===== config.mk =====
export PLATFORM = sky130hd
export DESIGN_NAME = hex_display_ctrl_flat
export DESIGN_NICKNAME = d
export VERILOG_FILES = /design/src/rtl/hex_display_ctrl_if.sv /design/src/rtl/hex_display_ctrl.sv /design/src/flat_wrapper.sv
export SDC_FILE = /design/constraint.sdc
export NUM_CORES = 1
export LEC_CHECK = 0
export ABC_AREA = 0
export ABC_CLOCK_PERIOD_IN_PS = 5200
export CAP_MARGIN = 20
export CORE_ASPECT_RATIO = 0.5
export CORE_UTILIZATION = 30
export DETAILED_ROUTE_END_ITERATION = 10
export PLACE_DENSITY = 0.55
export SLEW_MARGIN = 0
export SYNTH_ARGS = -nofsm -noshare
export SYNTH_HDL_FRONTEND = slang
export SYNTH_SLANG_ARGS = --single-unit

===== constraint.sdc =====
create_clock -name CLK -period 5.2 [get_ports CLK]
set_clock_uncertainty 0.1 [all_clocks]
set_input_delay 1.56 -clock CLK [delete_from_list [all_inputs] [get_ports CLK]]
set_output_delay 1.56 -clock CLK [all_outputs]
set_load 0.005 [all_outputs]

===== src/rtl/hex_display_ctrl_if.sv =====
// Signal bundle between a hex display controller and the logic driving it.
// The master modport supplies data and buttons; the slave modport is the controller.
interface hex_display_ctrl_if #(
    parameter int NUM_DIGITS = 2
);
    localparam int DATA_W = 4 * NUM_DIGITS;

    logic [DATA_W-1:0]     data_in;
    logic                  capture_n;
    logic                  show_stored;
    logic                  blank_lz;
    logic [6:0]            seg;
    logic [NUM_DIGITS-1:0] dig_sel;
    logic [DATA_W-1:0]     stored_value;
    logic                  capture_pulse;

    modport master (
        output data_in, capture_n, show_stored, blank_lz,
        input  seg, dig_sel, stored_value, capture_pulse
    );

    modport slave (
        input  data_in, capture_n, show_stored, blank_lz,
        output seg, dig_sel, stored_value, capture_pulse
    );
endinterface


===== src/rtl/hex_display_ctrl.sv =====
// Multiplexed N-digit hex seven-segment controller with a debounced capture button,
// optional display of the captured value and optional leading-zero blanking.
module hex_display_ctrl #(
    parameter int NUM_DIGITS      = 2,
    parameter int REFRESH_DIV     = 1024,
    parameter int DEBOUNCE_CYCLES = 65536
) (
    input  logic              CLK,
    input  logic              RST,
    hex_display_ctrl_if.slave bus
);
    localparam int DATA_W = 4 * NUM_DIGITS;
    localparam int IDX_W  = (NUM_DIGITS > 1) ? $clog2(NUM_DIGITS) : 1;
    localparam int REF_W  = $clog2(REFRESH_DIV);
    localparam int DB_W   = $clog2(DEBOUNCE_CYCLES);

    logic                  sync1_q, sync1_d;
    logic                  sync2_q, sync2_d;
    logic                  db_level_q, db_level_d;
    logic [DB_W-1:0]       db_cnt_q, db_cnt_d;
    logic [DATA_W-1:0]     stored_q, stored_d;
    logic                  pulse_q, pulse_d;
    logic [REF_W-1:0]      ref_cnt_q, ref_cnt_d;
    logic [IDX_W-1:0]      idx_q, idx_d;
    logic [6:0]            seg_q, seg_d;
    logic [NUM_DIGITS-1:0] dig_sel_q, dig_sel_d;

    logic [DATA_W-1:0]     disp_val;
    logic [3:0]            nib [NUM_DIGITS];
    logic [NUM_DIGITS:0]   upper_nz;
    logic [3:0]            cur_nib;
    logic                  blank;

    function automatic logic [6:0] glyph(input logic [3:0] n);
        case (n)
            4'h0: glyph = 7'h3F;
            4'h1: glyph = 7'h06;
            4'h2: glyph = 7'h5B;
            4'h3: glyph = 7'h4F;
            4'h4: glyph = 7'h66;
            4'h5: glyph = 7'h6D;
            4'h6: glyph = 7'h7D;
            4'h7: glyph = 7'h07;
            4'h8: glyph = 7'h7F;
            4'h9: glyph = 7'h6F;
            4'hA: glyph = 7'h77;
            4'hB: glyph = 7'h7C;
            4'hC: glyph = 7'h39;
            4'hD: glyph = 7'h5E;
            4'hE: glyph = 7'h79;
            default: glyph = 7'h71;
        endcase
    endfunction

    always_comb begin
        sync1_d = bus.capture_n;
        sync2_d = sync1_q;

        // Debounce: only a run of DEBOUNCE_CYCLES differing samples moves the level.
        db_level_d = db_level_q;
        db_cnt_d   = '0;
        stored_d   = stored_q;
        pulse_d    = 1'b0;
        if (sync2_q != db_level_q) begin
            if (db_cnt_q == DB_W'(DEBOUNCE_CYCLES - 1)) begin
                db_level_d = sync2_q;
                if (!sync2_q) begin
                    stored_d = bus.data_in;
                    pulse_d  = 1'b1;
                end
            end else begin
                db_cnt_d = db_cnt_q + DB_W'(1);
            end
        end

        ref_cnt_d = ref_cnt_q + REF_W'(1);
        idx_d     = idx_q;
        if (ref_cnt_q == REF_W'(REFRESH_DIV - 1)) begin
            ref_cnt_d = '0;
            idx_d     = (idx_q == IDX_W'(NUM_DIGITS - 1)) ? '0 : idx_q + IDX_W'(1);
        end

        disp_val = bus.show_stored ? stored_q : bus.data_in;
        for (int i = 0; i < NUM_DIGITS; i++) begin
            nib[i] = disp_val[4*i +: 4];
        end
        // upper_nz[i] is set when any nibble at position i or above is nonzero.
        upper_nz[NUM_DIGITS] = 1'b0;
        for (int i = NUM_DIGITS - 1; i >= 0; i--) begin
            upper_nz[i] = upper_nz[i+1] | (|nib[i]);
        end

        cur_nib   = nib[idx_q];
        blank     = bus.blank_lz && (idx_q != '0) && !upper_nz[idx_q];
        seg_d     = blank ? 7'h00 : glyph(cur_nib);
        dig_sel_d = NUM_DIGITS'(1) << idx_q;
    end

    always_ff @(posedge CLK) begin
        if (RST) begin
            sync1_q    <= 1'b1;
            sync2_q    <= 1'b1;
            db_level_q <= 1'b1;
            db_cnt_q   <= '0;
            stored_q   <= '0;
            pulse_q    <= 1'b0;
            ref_cnt_q  <= '0;
            idx_q      <= '0;
            seg_q      <= 7'h00;
            dig_sel_q  <= NUM_DIGITS'(1);
        end else begin
            sync1_q    <= sync1_d;
            sync2_q    <= sync2_d;
            db_level_q <= db_level_d;
            db_cnt_q   <= db_cnt_d;
            stored_q   <= stored_d;
            pulse_q    <= pulse_d;
            ref_cnt_q  <= ref_cnt_d;
            idx_q      <= idx_d;
            seg_q      <= seg_d;
            dig_sel_q  <= dig_sel_d;
        end
    end

    assign bus.seg           = seg_q;
    assign bus.dig_sel       = dig_sel_q;
    assign bus.stored_value  = stored_q;
    assign bus.capture_pulse = pulse_q;
endmodule

===== src/flat_wrapper.sv =====
// flat-port wrapper written by rule: the top's interface ports become plain ports
module hex_display_ctrl_flat 
#(
    parameter int NUM_DIGITS      = 2,
    parameter int REFRESH_DIV     = 1024,
    parameter int DEBOUNCE_CYCLES = 65536
)
  (CLK, RST, bus_data_in, bus_capture_n, bus_show_stored, bus_blank_lz, bus_seg, bus_dig_sel, bus_stored_value, bus_capture_pulse);
  hex_display_ctrl_if #(.NUM_DIGITS(NUM_DIGITS)) bus_i ();
  input  logic CLK;
  input  logic RST;
  input wire logic [$bits(bus_i.data_in)-1:0] bus_data_in;
  input wire logic [$bits(bus_i.capture_n)-1:0] bus_capture_n;
  input wire logic [$bits(bus_i.show_stored)-1:0] bus_show_stored;
  input wire logic [$bits(bus_i.blank_lz)-1:0] bus_blank_lz;
  output wire logic [$bits(bus_i.seg)-1:0] bus_seg;
  output wire logic [$bits(bus_i.dig_sel)-1:0] bus_dig_sel;
  output wire logic [$bits(bus_i.stored_value)-1:0] bus_stored_value;
  output wire logic [$bits(bus_i.capture_pulse)-1:0] bus_capture_pulse;
  assign bus_i.data_in = bus_data_in;
  assign bus_i.capture_n = bus_capture_n;
  assign bus_i.show_stored = bus_show_stored;
  assign bus_i.blank_lz = bus_blank_lz;
  assign bus_seg = bus_i.seg;
  assign bus_dig_sel = bus_i.dig_sel;
  assign bus_stored_value = bus_i.stored_value;
  assign bus_capture_pulse = bus_i.capture_pulse;
  hex_display_ctrl #(.NUM_DIGITS(NUM_DIGITS), .REFRESH_DIV(REFRESH_DIV), .DEBOUNCE_CYCLES(DEBOUNCE_CYCLES)) u_core (.CLK(CLK), .RST(RST), .bus(bus_i));
endmodule

* Yosys cells after proc, flatten, opt, wreduce, memory -nomap -nowiden
Memories as Yosys holds them, arrays and structs flattened. A register that Yosys moved wholly into a read port is not among the register bits. Cells that the tools add are included.
Cells by class: shift operators 1, $add $sub $neg 3, mux-type cells 8, reduce and logical (&&, ||, !) cells 11, equal/unequal tests 3, bitwise gates (word level) 5, order comparisons 2
Operator list (number):
- $add 16x1->16 const B | 1
- $eq 16x16->1 const B | 1
- $mux 4 | 3
- $add 10x1->10 const B | 1
- $eq 10x10->1 const B | 1
- $mux 8 | 1
- $reduce_or 4->1 | 2
- $reduce_or 3->1 | 2
- $mux 1 | 4
- $reduce_or 2->1 | 2
- $lt 1x3->1 const B | 1
- $not 1->1 | 3
- $reduce_and 3->1 | 1
- $ge 2x2->1 const B | 1
- $logic_and 1x1->1 | 2
- $not 1->2 | 1
- $reduce_and 2->1 | 1
- $shl 1x1->2 const A | 1
- $add 1x1->1 const B | 1
- $logic_not 1->1 | 1
- $ne 1x1->1 | 1
- $or 1x1->1 | 1
Word-level totals: ROM bits 112, memories kept 1, register bits 41
Memory list:
- (name not given) | depth 16, bits a word 7, read ports 1, clocked after memory_dff 1, wr ports 0, line hex_display_ctrl.sv:35 | case (n)

* Longest topological paths before layout
Gate-level depths: netlist (run 1).
depth in word-level cells 8, gate-level depth with buffers 11

* Least setup slack after synthesis (run 1)
OpenSTA, ideal clock, no wires.
path type in2reg, from input port bus_show_stored, to register u_core.seg_q[0], in the netlist u_core.bus.seg[0], data required time 4.977 ns, setup time 0.123 ns, data arrival time 3.197 ns, setup slack 1.780 ns, path buffers 1, stages on the path 9, cells stage by stage buf_6 mux4_1 inv_1 ha_1 inv_1 a31oi_1 o31a_1 o22ai_1 nor2b_1
On the way: longest elaborated chain between the ends 8
Ends and longest elaborated chain:
- start: declaration | line flat_wrapper.sv:14 | input wire logic [$bits(bus_i.show_stored)-1:0] bus_show_stored;
- $mux 8 (*) | line hex_display_ctrl.sv:83 | disp_val = bus.show_stored ? stored_q : bus.data_in;
- $reduce_or 4->1 | line hex_display_ctrl.sv:90 | upper_nz[i] = upper_nz[i+1] | (|nib[i]);
- $or 1x1->1 | line hex_display_ctrl.sv:90
- $mux 1 (not written as such) (2 in a row) | line hex_display_ctrl.sv:94 | blank = bus.blank_lz && (idx_q != '0) && !upper_nz[idx_q];
- $logic_not 1->1 | line hex_display_ctrl.sv:94
- $logic_and 1x1->1 | line hex_display_ctrl.sv:94
- $reduce_or 2->1 (no source line)
- end: declaration | line hex_display_ctrl.sv:25 | logic [6:0] seg_q, seg_d;
Every way passes the cells marked *; elsewhere a longest branch is shown, timed or not. The select of a mux whose other input is x is not followed. A chain may end at the register's enable or synchronous reset.

* Worst setup path in the final report (run 1)
Ends and elaborated chain as after synthesis.

==> results of run 1 <==
## metal layers
layer	part of all wire, %	vias to the layer above	global-route usage (%)
met2	45	29	17.9
met1	50	755	15.6
li1	-	840	-
met3	4.2	7	3.38
met5	0	-	0
met4	0.97	0	3.61
## cell families after synthesis
| logic type | count (synthesis) | share of synthesized area, % |
|---|---|---|
| flops | 48 | 43.4 |
| fa+ha+maj | 9 | 5.09 |
| xor+xnor | 23 | 9.10 |
| compound gates | 22 | 8.03 |
| mux | 18 | 10.8 |
| simple gates | 93 | 20.0 |
| buf+inv | 15 | 3.62 |
## cells in the final DEF (no fill, tap or decap), types with 3 or more instances in the layout
cell              n
a221oi_1          3
and3_1            5
and4_1            3
clkbuf_16         5
clkdlybuf4s50_1  30
dfxtp_1          48
ha_1              9
inv_1             8
mux2i_1          10
mux2i_2           3
nand2_1          11
nand2b_1          3
nand3_1           8
nand4_1           4
nor2_1           46
nor2b_1           3
xnor2_1          10
xor2_1           13
## layout make-up
type                       count  share of cell area (%)
multi-input combinational    165                    42.8
sequential                    48                    35.1
timing repair buffer          31                    11.2
clock buffer                   7                    5.21
tap                           92                    4.21
inverter                       8                    1.10
clock inverter                 1                   0.274
## state kept, by name (all words and copies together) (netlist names)
| register | count |
|---|---|
| u_core.bus.capture_pulse | 1 |
| u_core.bus.dig_sel | 2 |
| u_core.bus.seg | 7 |
| u_core.bus.stored_value | 8 |
| u_core.db_cnt_q | 16 |
| u_core.db_level_q | 1 |
| u_core.idx_q | 1 |
| u_core.ref_cnt_q | 10 |
| u_core.sync1_q | 1 |
| u_core.sync2_q | 1 |
## per-stage QoR
| stage | utilization [%] | instance area, sq um | instances |
|---|---|---|---|
| CTS | 39.6 | 2740 | 352 |
| finish | 39.6 | 2740 | 352 |
| global route | 39.6 | 2740 | 352 |
| floorplan | - | 2210 | 228 |
| detailed placement | 37.4 | 2590 | 344 |
| global placement | 37.4 | 2590 | 344 |
## critical path: stages
cell	delay (ps)
clkdlybuf4s50_1	800
mux4_1	720
inv_1	160
ha_1	280
inv_1	110
a31oi_1	140
o31a_1	150
o22ai_1	70
nor2b_1	120
## worst min-delay path by stage
stage	startpoint	to	slack, ps	cells past startpoint
floorplan	u_core.sync1_q	u_core.sync2_q	290	1
global placement	u_core.sync1_q	u_core.sync2_q	300	1
detailed placement	u_core.sync1_q	u_core.sync2_q	300	1
CTS	u_core.sync1_q	u_core.sync2_q	320	1
global route	u_core.sync1_q	u_core.sync2_q	360	1
finish	u_core.sync1_q	u_core.sync2_q	310	1
## power groups by stage
stage | clock (uW) | sequential [uW] | combinational, uW
after floorplan | 0 | 387 | 36.9
after global placement | 0 | 387 | 62.8
after detailed placement | 0 | 387 | 63.1
after CTS | 334 | 379 | 63.8
after global routing | 348 | 379 | 69.9
final | 324 | 379 | 63.4
==> impl_results.md, run 1 <==
* Die height at 62.7 microns
* Worst reg-to-reg path cell count at 8
* WHS at 311 ps
* # rows at 21
* Mapped Area at 2210 sq um
* Worst Path Required at 5270 ps
* Filler cell count at 683
* Root Buffer: clkbuf_16
* Minimum clock period at 4050 ps
* Top cell type's share of synthesized area at 43.4%
* Gate power share at 8.3%
* Most frequent cell after synthesis: dfxtp_1
* Post-cts resize count at 0
* Clock transition at path regs at 60 ps
* Tot GR Track Use at 11.6%
* Setup Buffers After CTS at 0
* Reg-to-Reg End: u_core.bus.seg[0]
* Post-route ant nets at 0
* End of the critical path: u_core.bus.seg[0]
* Setup TNS at 0 ps
* P_int at 600 uW
* Nets at 281
* Cell Pwr Density at 280 nW/um^2
* Cells after synthesis at 228
* CP startpoint: bus_show_stored
* Critical path class: in2reg
* Status: finished clean
* Clock tree buffer depth at 2
* Vias in the first global route at 1534
* Area occupied by multi-input gates at 1170 sq um
* Antenna cells at 0
* Tcrit/Tclk final at 77.9%
* Fraction of registers with async set/reset at 0%
* Arr. time, crit path at 4120 ps
* Area grow syn2layout at 23.6%
* Flop pwr share at 49.4%
* Initial antenna violation count at 0
* DRT Wirelength at 4130 microns
* Setup violators final at 0
* Final Hold Viols at 0
* Max H-tree Level at 2
* #FFs+latches synth at 48
* Worst reg2reg setup slack at 2840 ps
* Clk sinks at 48
* RSZ-0062 raised after global routing: false
* DR vias/cell at 4.63
* TritonCTS clock tree: built
* GR Overflow Total at 0
* Final Max Slew Viols at 0
* Post-Syn Nets at 250
* Yosys cell types at 47
* Clk pwr share at 42.3%
* Starting Density at 32.0%
* Starting DRT DRC Count at 78
* Synth Flop Type: dfxtp_1
* Layout cells sized above 1 at 8.85%
* Chip width at 123 microns
* Leak Pwr at 0.00106 uW
* First-pass GRT wire length at 7040 microns
* Worst hold path class: reg2reg
* Per-cell routed wire length at 11.7 microns
* Syn avg cell area at 9.71 sq um
* Max-Cap Viols at 0
* Post-DP HPWL at 3020 microns
* IO Count at 31
* Slew HR at 56.7%
* Switching portion of total power at 21.6%
* Peak Freq at 247 MHz
* VDD IR max at 0.113 mV
* Pre-CTS WS at 860 ps
* Tightest Pin Transition at 647 ps
* Largest net degree at the start of global routing at 21
* PnR Total Power at 766 uW
* Startpoint types: input pin
* Final worst setup slack at 1150 ps
* Drt drc at 0
* Hold_buf cts at 0
* CP Capture Type: flip-flop
* Commonest cells in the netlist: dfxtp_1 (48), nor2_1 (46), xor2_1 (13), nand2_1 (11)
* Vias at 1631
* Core area at 6910 sq um
* Synth warnings at 0
* DR pass1 iterations at 5
* Worst flop-to-flop path startpoint: u_core.idx_q
* Psw at 166 uW
* Top cell type by total area after synthesis: dfxtp_1
* Sequential cell area at 961 sq um
* Crit-path max FO at 9
* CTS Buf Count at 5
* Post-synth EDFFs at 0
* Largest cells by area after synthesis: dfxtp_1 (43%), nor2_1 (7.8%), xor2_1 (5.1%)
* GPL Wtd Cong at 0.748
* I/O Buffers at 30
* Sequential area share after synthesis at 43.4%
* Die Area at 7750 sq um
* Clock Latency Late Sink at 280 ps
Note: power is estimated with default switching activity, not from simulation.
==> run 2: changes to the inputs <==
--- a/config.mk
+++ b/config.mk
@@ -6,12 +6,12 @@
 export NUM_CORES = 1
 export LEC_CHECK = 0
 export ABC_AREA = 0
-export ABC_CLOCK_PERIOD_IN_PS = 5200
+export ABC_CLOCK_PERIOD_IN_PS = 3400
 export CAP_MARGIN = 20
 export CORE_ASPECT_RATIO = 0.5
 export CORE_UTILIZATION = 30
 export DETAILED_ROUTE_END_ITERATION = 10
-export PLACE_DENSITY = 0.55
+export PLACE_DENSITY = 0.57
 export SLEW_MARGIN = 0
 export SYNTH_ARGS = -nofsm -noshare
 export SYNTH_HDL_FRONTEND = slang
==> constraint.sdc (replaced) <==
create_clock -name CLK -period 3.4 [get_ports CLK]
set_clock_uncertainty 0.1 [all_clocks]
set_input_delay 1.02 -clock CLK [delete_from_list [all_inputs] [get_ports CLK]]
set_output_delay 1.02 -clock CLK [all_outputs]
set_load 0.005 [all_outputs]
==> run 2 against run 1 <==
  * Cell count up 0.85%
  * Sequential cell count unchanged
  * First-iteration DRC count decreased by 5.1%
==> impl_results.md, run 2 (synthesized netlist as in run 1, its figures left out) <==
* Hold path endpoint: u_core.sync2_q
* Final Hold Viols at 0 (unchanged)
* Tightest Pin Transition at 621 ps (-26.4 ps)
* Max-Cap Viols at 0 (unchanged)
* Highest routed layer: met4
* Pre-CTS WS at 85.5 ps (-774 ps)
* IO Count at 31 (unchanged)
* VDD IR max at 0.193 mV (+70%)
* Largest register FFs at 16 (unchanged)
* Worst Path Required at 3520 ps (-1750 ps)
* Status: finished clean
* Worst reg-to-reg path cell count at 6 (-2)
* Starting Density at 32.0% (unchanged)
* Vias in the first global route at 1578 (+2.9%)
* Final worst setup slack at 364 ps (-786 ps)
* Clk sinks at 48 (unchanged)
* Post-cts resize count at 0 (unchanged)
* Area grow syn2layout at 24.5%
* First-pass GRT wire length at 7170 microns (+1.8%)
* Post-route ant nets at 0 (unchanged)
* DRT Wirelength at 4150 microns (+0.58%)
* Top reg by flops: u_core.db_cnt_q
* Setup Buffers After CTS at 0 (unchanged)
* Chip width at 123 microns (unchanged)
* Max H-tree Level at 2 (unchanged)
* DR vias/cell at 4.57 (-1.4%)
* # rows at 21 (unchanged)
* Antenna cells at 0 (unchanged)
* Min-delay src: u_core.sync1_q
* Die height at 62.7 microns (unchanged)
* Most frequent cells in the layout: dfxtp_1 (48), nor2_1 (46), clkdlybuf4s50_1 (30)
* Minimum clock period at 3040 ps
* Clock tree buffer depth at 2 (unchanged)
* Critical path class: in2reg
* Leak Pwr at 0.00107 uW (+1.5%)
* GR Overflow Total at 0 (unchanged)
* Post-Route M1 WL at 2100 microns (+2.4%)
* Per-cell routed wire length at 11.7 microns (-0.27%)
* Worst reg2reg setup slack at 1120 ps (-1720 ps)
* Worst hold path class: reg2reg
* Post-DP HPWL at 3170 microns (+4.9%)
* Commonest non-fill, non-tap cell in the layout: dfxtp_1
* Clock Latency Late Sink at 280 ps (about the same)
* TritonCTS clock tree: built
* CP Capture Type: flip-flop
* Drt drc at 0 (unchanged)
* Crit-path max FO at 5 (-4)
* Peak Freq at 329 MHz
* Slew HR at 58.5% (+1.8 points)
* I/O Buffers at 30 (unchanged)
* Starting DRT DRC Count at 74 (-5.1%)
* DR WL met2 at 1850 microns (-0.54%)
* CP startpoint: bus_show_stored
* CTS Buf Count at 5 (unchanged)
* Setup violators final at 0 (unchanged)
* Nets at 284 (+1.1%)
* Clock transition at path regs at 60 ps (about the same)
* GPL Wtd Cong at 0.889 (+19%)
* Hold path cells at 1 (unchanged)
* Cell Pwr Density at 420 nW/um^2 (+50%)
* Final Max Slew Viols at 0 (unchanged)
* RSZ-0062 raised after global routing: false
* Largest net degree at the start of global routing at 20 (-4.8%)
* Hold_buf cts at 0 (unchanged)
* Arr. time, crit path at 3150 ps (-970 ps)
* Startpoint types: input pin
* Layout cells sized above 1 at 9.51% (+0.66 points)
* Tot GR Track Use at 11.6% (-0.032 points)
* Setup TNS at 0 ps (unchanged)
* DR pass1 iterations at 4 (-1)
* Initial antenna violation count at 0 (unchanged)
* Root Buffer: clkbuf_16
* Tcrit/Tclk final at 89.3%
* Die Area at 7750 sq um (unchanged)
* Worst flop-to-flop path startpoint: u_core.idx_q
* Core area at 6910 sq um (unchanged)
* Met3 wire len at 168 microns (-3.4%)
* Reg-to-Reg End: u_core.bus.seg[0]
* Vias at 1622 (-0.55%)
[run 2: final cells by class]
| class | count | area, sq um |
|---|---|---|
| fillers | 674 | 4160 |
| multi-input cells | 165 | 1170 |
| flip-flops and latches | 48 | 961 |
| repair buffers | 34 | 330 |
| clock buffers | 8 | 146 |
| well taps | 92 | 115 |
| inverters | 8 | 30.0 |
[run 2: report_power, final]
group	internal [uW]	total, uW	switching (uW)
Combinational	53.0	100	47.0
Clock	293	477	184
Sequential	574	580	5.35
[run 2: routing by layer]
metal / track usage, % / up-vias
li1: - / 846
met1: 14.9 / 748
met2: 18.5 / 24
met3: 3.47 / 4
met4: 3.61 / 0
met5: 0 / -
[run 2: metrics by stage]
| step | util [%] | hold WS, ps | total power (uW) | cell area [sq um] | cells |
|---|---|---|---|---|---|
| after floorplan | - | 289 | 649 | 2210 | 228 |
| after global placement | 37.8 | 301 | 691 | 2610 | 347 |
| after detailed placement | 37.8 | 312 | 693 | 2610 | 347 |
| after CTS | 39.9 | 326 | 1170 | 2760 | 355 |
| after global routing | 39.9 | 339 | 1220 | 2760 | 355 |
| final | 39.9 | 316 | 1160 | 2760 | 355 |
[run 2: worst max-delay path by stage]
stage | end | cells after the start
finish | u_core.bus.seg[0] | 7
global route | u_core.bus.seg[0] | 11
CTS | u_core.bus.seg[0] | 7
detailed placement | u_core.bus.seg[0] | 9
global placement | u_core.bus.seg[0] | 7
floorplan | u_core.bus.seg[0] | 9
[run 2: worst max-delay path: stages]
cell and delay, ps:
clkdlybuf4s50_1 490, mux4_1 660, ha_1 310, and2_1 170, o31a_1 240, o22ai_1 130, nor2b_1 140
